## src/rtl/ir_receiver.sv

```systemverilog
// ir_receiver -- pulse-distance IR frame decoder.
//
// A frame is a sync burst + sync silence, then MESSAGE_LENGTH bits each made
// of a fixed burst followed by a short (0) or long (1) silence, then a stop
// pulse of any length. All durations are in clk_in cycles, each accepted
// within +/- MARGIN of its nominal value.
//
// Ports:
//   clk_in          single clock, everything on its rising edge
//   rst_in          asynchronous, active-high reset
//   signal_in       asynchronous demodulated IR line (1 = burst, 0 = silence)
//   data_out        last correctly received payload (first bit on air = MSB)
//   data_valid_out  one-cycle pulse when data_out is updated
//   error_out       one-cycle pulse when a frame is aborted
//   busy_out        high while a frame is being decoded
//   state_dbg       current FSM state encoding, for observation only
//
// Handshake: there is no back-pressure. data_valid_out is a single-cycle
// strobe qualifying data_out; a consumer must capture data_out in that cycle
// or rely on it being held until the next good frame.
module ir_receiver #(
  parameter int unsigned SBD            = 900_000,
  parameter int unsigned SSD            = 450_000,
  parameter int unsigned BBD            = 60_000,
  parameter int unsigned BSD0           = 60_000,
  parameter int unsigned BSD1           = 160_000,
  parameter int unsigned MARGIN         = 20_000,
  parameter int unsigned MESSAGE_LENGTH = 30
) (
  input  logic                      clk_in,
  input  logic                      rst_in,
  input  logic                      signal_in,
  output logic [MESSAGE_LENGTH-1:0] data_out,
  output logic                      data_valid_out,
  output logic                      error_out,
  output logic                      busy_out,
  output logic [2:0]                state_dbg
);

  typedef enum logic [2:0] {
    WAIT_LOW     = 3'd0,
    IDLE         = 3'd1,
    SYNC_BURST   = 3'd2,
    SYNC_SILENCE = 3'd3,
    BIT_BURST    = 3'd4,
    BIT_SILENCE  = 3'd5,
    STOP         = 3'd6
  } state_t;

  localparam int CW = $clog2(MESSAGE_LENGTH + 1);

  // Durations widened to 33 bits so nominal+MARGIN never wraps.
  localparam logic [32:0] SBD_W    = 33'(SBD);
  localparam logic [32:0] SSD_W    = 33'(SSD);
  localparam logic [32:0] BBD_W    = 33'(BBD);
  localparam logic [32:0] BSD0_W   = 33'(BSD0);
  localparam logic [32:0] BSD1_W   = 33'(BSD1);
  localparam logic [32:0] MARGIN_W = 33'(MARGIN);
  localparam logic [32:0] BSIL_MAX = ((BSD1_W > BSD0_W) ? BSD1_W : BSD0_W) + MARGIN_W;

  state_t              state;
  logic                sync_q1, sync_q2, line_prev;
  logic [31:0]         cnt;
  logic [32:0]         dur;
  logic [32:0]         limit;
  logic                rise, fall, line_edge;
  logic                decoding, timeout, abort;
  logic                bit_ok0, bit_ok1;
  logic [CW-1:0]       bit_cnt;
  logic [MESSAGE_LENGTH-1:0] shift_q, shift_next;

  function automatic logic in_win(input logic [32:0] d, input logic [32:0] nom);
    logic [32:0] lo;
    lo = (nom > MARGIN_W) ? (nom - MARGIN_W) : '0;
    return (d >= lo) && (d <= (nom + MARGIN_W));
  endfunction

  // Synchronizer and edge register reset high so a line that is already
  // bursting when reset is released does not look like a fresh edge.
  always_ff @(posedge clk_in or posedge rst_in) begin
    if (rst_in) begin
      sync_q1   <= 1'b1;
      sync_q2   <= 1'b1;
      line_prev <= 1'b1;
    end else begin
      sync_q1   <= signal_in;
      sync_q2   <= sync_q1;
      line_prev <= sync_q2;
    end
  end

  assign rise      = sync_q2 & ~line_prev;
  assign fall      = ~sync_q2 & line_prev;
  assign line_edge = rise | fall;

  // cnt is cleared on every edge, so dur = cnt + 1 is the number of cycles
  // the line held its level up to the previous sample: on an edge cycle it
  // is the length of the level just ended.
  always_ff @(posedge clk_in or posedge rst_in) begin
    if (rst_in)              cnt <= '0;
    else if (line_edge)      cnt <= '0;
    else if (cnt != '1)      cnt <= cnt + 32'd1;
  end

  assign dur     = {1'b0, cnt} + 33'd1;
  assign bit_ok0 = in_win(dur, BSD0_W);
  assign bit_ok1 = in_win(dur, BSD1_W);
  // A duration inside both windows (only possible with overlapping
  // parameters) decodes as 1.
  assign shift_next = {shift_q[MESSAGE_LENGTH-2:0], bit_ok1};

  always_comb begin
    limit    = '0;
    decoding = 1'b1;
    case (state)
      SYNC_BURST:   limit = SBD_W + MARGIN_W;
      SYNC_SILENCE: limit = SSD_W + MARGIN_W;
      BIT_BURST:    limit = BBD_W + MARGIN_W;
      BIT_SILENCE:  limit = BSIL_MAX;
      default:      decoding = 1'b0;
    endcase
  end

  // With no edge this cycle the level has now lasted dur+1 cycles; once that
  // exceeds the longest acceptable duration no later edge can be valid.
  assign timeout = decoding && !line_edge && (dur >= limit);

  always_comb begin
    abort = 1'b0;
    case (state)
      SYNC_BURST:   abort = fall && !in_win(dur, SBD_W);
      SYNC_SILENCE: abort = rise && !in_win(dur, SSD_W);
      BIT_BURST:    abort = fall && !in_win(dur, BBD_W);
      BIT_SILENCE:  abort = rise && !(bit_ok0 || bit_ok1);
      default:      abort = 1'b0;
    endcase
    abort = abort | timeout;
  end

  always_ff @(posedge clk_in or posedge rst_in) begin
    if (rst_in) begin
      state          <= WAIT_LOW;
      shift_q        <= '0;
      bit_cnt        <= '0;
      data_out       <= '0;
      data_valid_out <= 1'b0;
      error_out      <= 1'b0;
      busy_out       <= 1'b0;
    end else begin
      data_valid_out <= 1'b0;
      error_out      <= 1'b0;
      if (abort) begin
        error_out <= 1'b1;
        busy_out  <= 1'b0;
        state     <= WAIT_LOW;
      end else begin
        case (state)
          WAIT_LOW: if (!sync_q2) state <= IDLE;
          IDLE: begin
            if (rise) begin
              state    <= SYNC_BURST;
              busy_out <= 1'b1;
              bit_cnt  <= '0;
              shift_q  <= '0;
            end
          end
          SYNC_BURST:   if (fall) state <= SYNC_SILENCE;
          SYNC_SILENCE: if (rise) state <= BIT_BURST;
          BIT_BURST:    if (fall) state <= BIT_SILENCE;
          BIT_SILENCE: begin
            if (rise) begin
              shift_q <= shift_next;
              if (bit_cnt == CW'(MESSAGE_LENGTH - 1)) begin
                data_out       <= shift_next;
                data_valid_out <= 1'b1;
                busy_out       <= 1'b0;
                state          <= STOP;
              end else begin
                bit_cnt <= bit_cnt + CW'(1);
                state   <= BIT_BURST;
              end
            end
          end
          // The stop pulse is ignored whatever its length.
          STOP:    if (!sync_q2) state <= IDLE;
          default: state <= WAIT_LOW;
        endcase
      end
    end
  end

  assign state_dbg = state;

endmodule

```

## config.mk

```make
export PLATFORM = sky130hd
export DESIGN_NAME = ir_receiver
export DESIGN_NICKNAME = d
export VERILOG_FILES = /design/src/rtl/ir_receiver.sv
export SDC_FILE = /design/constraint.sdc
export NUM_CORES = 1
export LEC_CHECK = 0
export CORE_MARGIN = 4
export CORE_UTILIZATION = 30
export CTS_BUF_LIST = sky130_fd_sc_hd__clkbuf_4
export DETAILED_ROUTE_END_ITERATION = 16
export HOLD_SLACK_MARGIN = 0.08
export SLEW_MARGIN = 20
export SYNTH_ARGS = -nofsm -noshare
export SYNTH_HDL_FRONTEND = slang
export SYNTH_SLANG_ARGS = --single-unit
```

## constraint.sdc

```tcl
create_clock -name clk_in -period 9.8 [get_ports clk_in]
set_clock_uncertainty 0.2 [all_clocks]
set_input_delay 1.96 -clock clk_in [delete_from_list [all_inputs] [get_ports clk_in]]
set_output_delay 1.96 -clock clk_in [all_outputs]
set_load 0.03 [all_outputs]
```

==> flow_summary_export.csv <==
group,metric,value,unit
logic_synthesis,synth_seq_cells,105,
logic_synthesis,synth_ff_type,"dfrtp_1",
pwr,power_density,138,nW/um2
floorplanning,dieArea,23900,um2
pwr,worst_ir_drop_vdd,112,uV
sta,fin_tns_setup,0,ns
logic_synthesis,synth.most_common_cell,"dfrtp_1",
logic_synthesis,synth.cell_area,6460,um2
global_routing,grt_overflow,0,
logic_synthesis,postSynthNetCount,720,
sta,slew_viol_final,0,
global_routing,grt_pass1_vias,5202,
clock_network,clk_pin_slew,0.19,ns
drt,vias,5349,
clock_network,cts_root_buf,"clkbuf_4",
critical_path,r2r_setup_slack,3.86,ns
logic_synthesis,async_flop_share,1.00,
drt,first_pass_iters,5,
logic_synthesis,seq_area_frac_synth,0.408,
critical_path,worstPathMaxFanout,39,
drt,avgViaCountPerCell,5.40,
floorplanning,rows,53,
global_routing,grt_pass1_wl,28.1,mm
logic_synthesis,syn_area_per_cell,9.25,um2
logic_synthesis,yosys_warnings,0,
critical_path,arrival,6.15,ns
pwr,leakage,0.00301,uW
placement,hpwl,11.7,mm
clock_network,h-tree-depth,3,
critical_path,required,10.01,ns
hold_path,min_to,"sync_q2$_DFF_PP1_",
cells_and_area,fin_util,0.341,
cells_and_area,layout-drive-gt1-share,0.110,
drt,drc,0,
clock_network,cts_tree,"built",
critical_path,endpoint_kind,"register",
hold_path,hold_depth,0,
logic_synthesis,synth_cells,698,
drt,wirelength,16.6,mm
status,status,"completed",
sta,fmax,168,MHz
clock_network,ctsHoldBuffers,0,
clock_network,cts_buffers,9,
floorplanning,start_util,0.306,
floorplanning,die_y,155,um
clock_network,clock_sinks,105,
critical_path,timing.rr.end,"data_out[5]$_DFFE_PP0P_",
placement,place_congestion,0.965,
logic_synthesis,synth_common_cells,"102 x dfrtp_1, 62 x nor2_1, 54 x nand2_1",
sta,setup_viol,0,
logic_synthesis,synth_edf_count,0,
drt,drt_iter0_drc,395,
cells_and_area,final_nets,732,
hold_path,hp-class,"reg2reg",
drt,antenna_left,0,
clock_network,clockBufferDepth,2,
logic_synthesis,synth_top_area_frac,0.395,
global_routing,grt_antenna_before_repair,1,
sta,fin_crit_sh,0.607,
logic_synthesis,yosysTopAreaCell,"dfrtp_1",
sta,period_needed,5.94,ns
critical_path,criticalPathCategory,"reg2reg",
sta,rsz0062_at_grt,"no",
drt,wl_per_cell,16.8,um
floorplanning,die_x,155,um
logic_synthesis,ys_types,72,
sta,relSlewSlack,0.349,
run,cap_violations,0,
sta,tightest_slew,0.976,ns
critical_path,r2r-start,"cnt[0]$_DFFE_PP0P_",
clock_network,post_cts_buffers,0,
global_routing,grt_usage,0.142,
clock_network,cts_resized,0,
sta,hold_viol,0,
cells_and_area,syn2layout_area_growth,11.5,%
clock_network,clk_latency,0.50,ns
critical_path,cp-start-kind,"register",
global_routing,grt_max_degree,78,
hold_path,min_from,"sync_q1$_DFF_PP1_",
floorplanning,core_area,21100,um2
logic_synthesis,synth_area_leaders,"dfrtp_1 40%, mux2_2 5.1%, ha_1 3.7%",
placement,io_buffers,38,
critical_path,reg2reg_depth,17,
floorplanning,ios,39,
==> cells in the final DEF (no fill, tap or decap), types with 19 or more instances in the layout <==
cell type,n
dfrtp_1,102
nor2_1,61
nand2_1,54
clkdlybuf4s50_1,38
inv_1,37
o21ai_0,37
a21oi_1,33
mux2_2,29
nand3_1,26
nor3_1,22
mux2i_1,20
nand4_1,19
ha_1,19
==> how the worst max path moves through the flow <==
stage | start | cells after the start | slack, ns | end
2_1_floorplan | rst_in | 1 | 4.88 | bit_cnt[0]$_DFFE_PP0P_
3_3_place_gp | cnt[0]$_DFFE_PP0P_ | 17 | 4.20 | data_out[5]$_DFFE_PP0P_
3_5_place_dp | cnt[0]$_DFFE_PP0P_ | 17 | 4.00 | data_out[5]$_DFFE_PP0P_
4_1_cts | cnt[0]$_DFFE_PP0P_ | 17 | 3.96 | data_out[5]$_DFFE_PP0P_
5_1_grt | cnt[0]$_DFFE_PP0P_ | 17 | 3.58 | data_out[5]$_DFFE_PP0P_
6_report | cnt[0]$_DFFE_PP0P_ | 17 | 3.86 | data_out[5]$_DFFE_PP0P_
==> power by group <==
part	switching (uW)	total, uW	leakage [uW]	internal [uW]
clock network	178	240	0.0000780	62.6
registers	30.1	479	0.00145	449
logic	183	276	0.00148	92.2
total	391	995	0.00301	604
==> state kept, by name, indices dropped and copies added, names as in the netlist <==
name / flops
data_out: 30
sync_q1: 1
cnt: 32
busy_out: 1
line_prev: 1
state_dbg: 3
bit_cnt: 5
data_valid_out: 1
shift_q: 29
sync_q2: 1
error_out: 1
==> kinds of logic after synthesis <==
group | Yosys count | synth area share
simple gates | 258 | 0.215
compound gates | 151 | 0.160
flops | 105 | 0.408
buf+inv | 82 | 0.0517
xor+xnor | 33 | 0.0459
fa+ha+maj | 19 | 0.0368
mux | 50 | 0.0833
==> worst max-delay path: stages (launching register included) <==
cell and delay (ns):
dfrtp_1 0.62, ha_1 0.64, nand4_1 0.40, nor4_1 0.33, xor2_1 0.56, ha_1 0.27, and4_1 0.22, nand2_1 0.09
nor4_1 0.30, nand4_1 0.12, or4_1 0.40, a41o_1 0.26, a31o_2 0.24, o22ai_2 0.13, buf_4 0.37, nor2_2 0.05
buf_4 0.25, mux2_1 0.35
==> routing by layer <==
metal,track usage,up-vias,part of all wire
met3,0.0235,21,0.038
met1,0.201,2632,0.48
met4,0.0433,0,0.019
met5,0,-,0
met2,0.224,125,0.46
li1,-,2571,-
==> cell type report <==
| type | instances | area, um2 |
|---|---|---|
| clock buffer | 9 | 67.6 |
| timing repair buffer | 45 | 433 |
| sequential | 105 | 2630 |
| antenna | 1 | 2.50 |
| fill | 2203 | 13900 |
| inverter | 38 | 145 |
| multi-input combinational | 511 | 3490 |
| tap | 275 | 344 |
| clock inverter | 7 | 82.6 |
==> per-stage QoR <==
step	std cells	hold slack, ns	instance area (um2)	setup slack [ns]	total power (uW)
after global placement	974	0.146	7050	4.20	762
after CTS	990	0.171	7200	3.96	1010
after detailed placement	974	0.147	7050	4.00	762
final	991	0.169	7200	3.86	995
after global routing	991	0.180	7200	3.58	1060
after floorplan	698	0.145	6460	4.88	682
(Power assumes the default switching activity.)
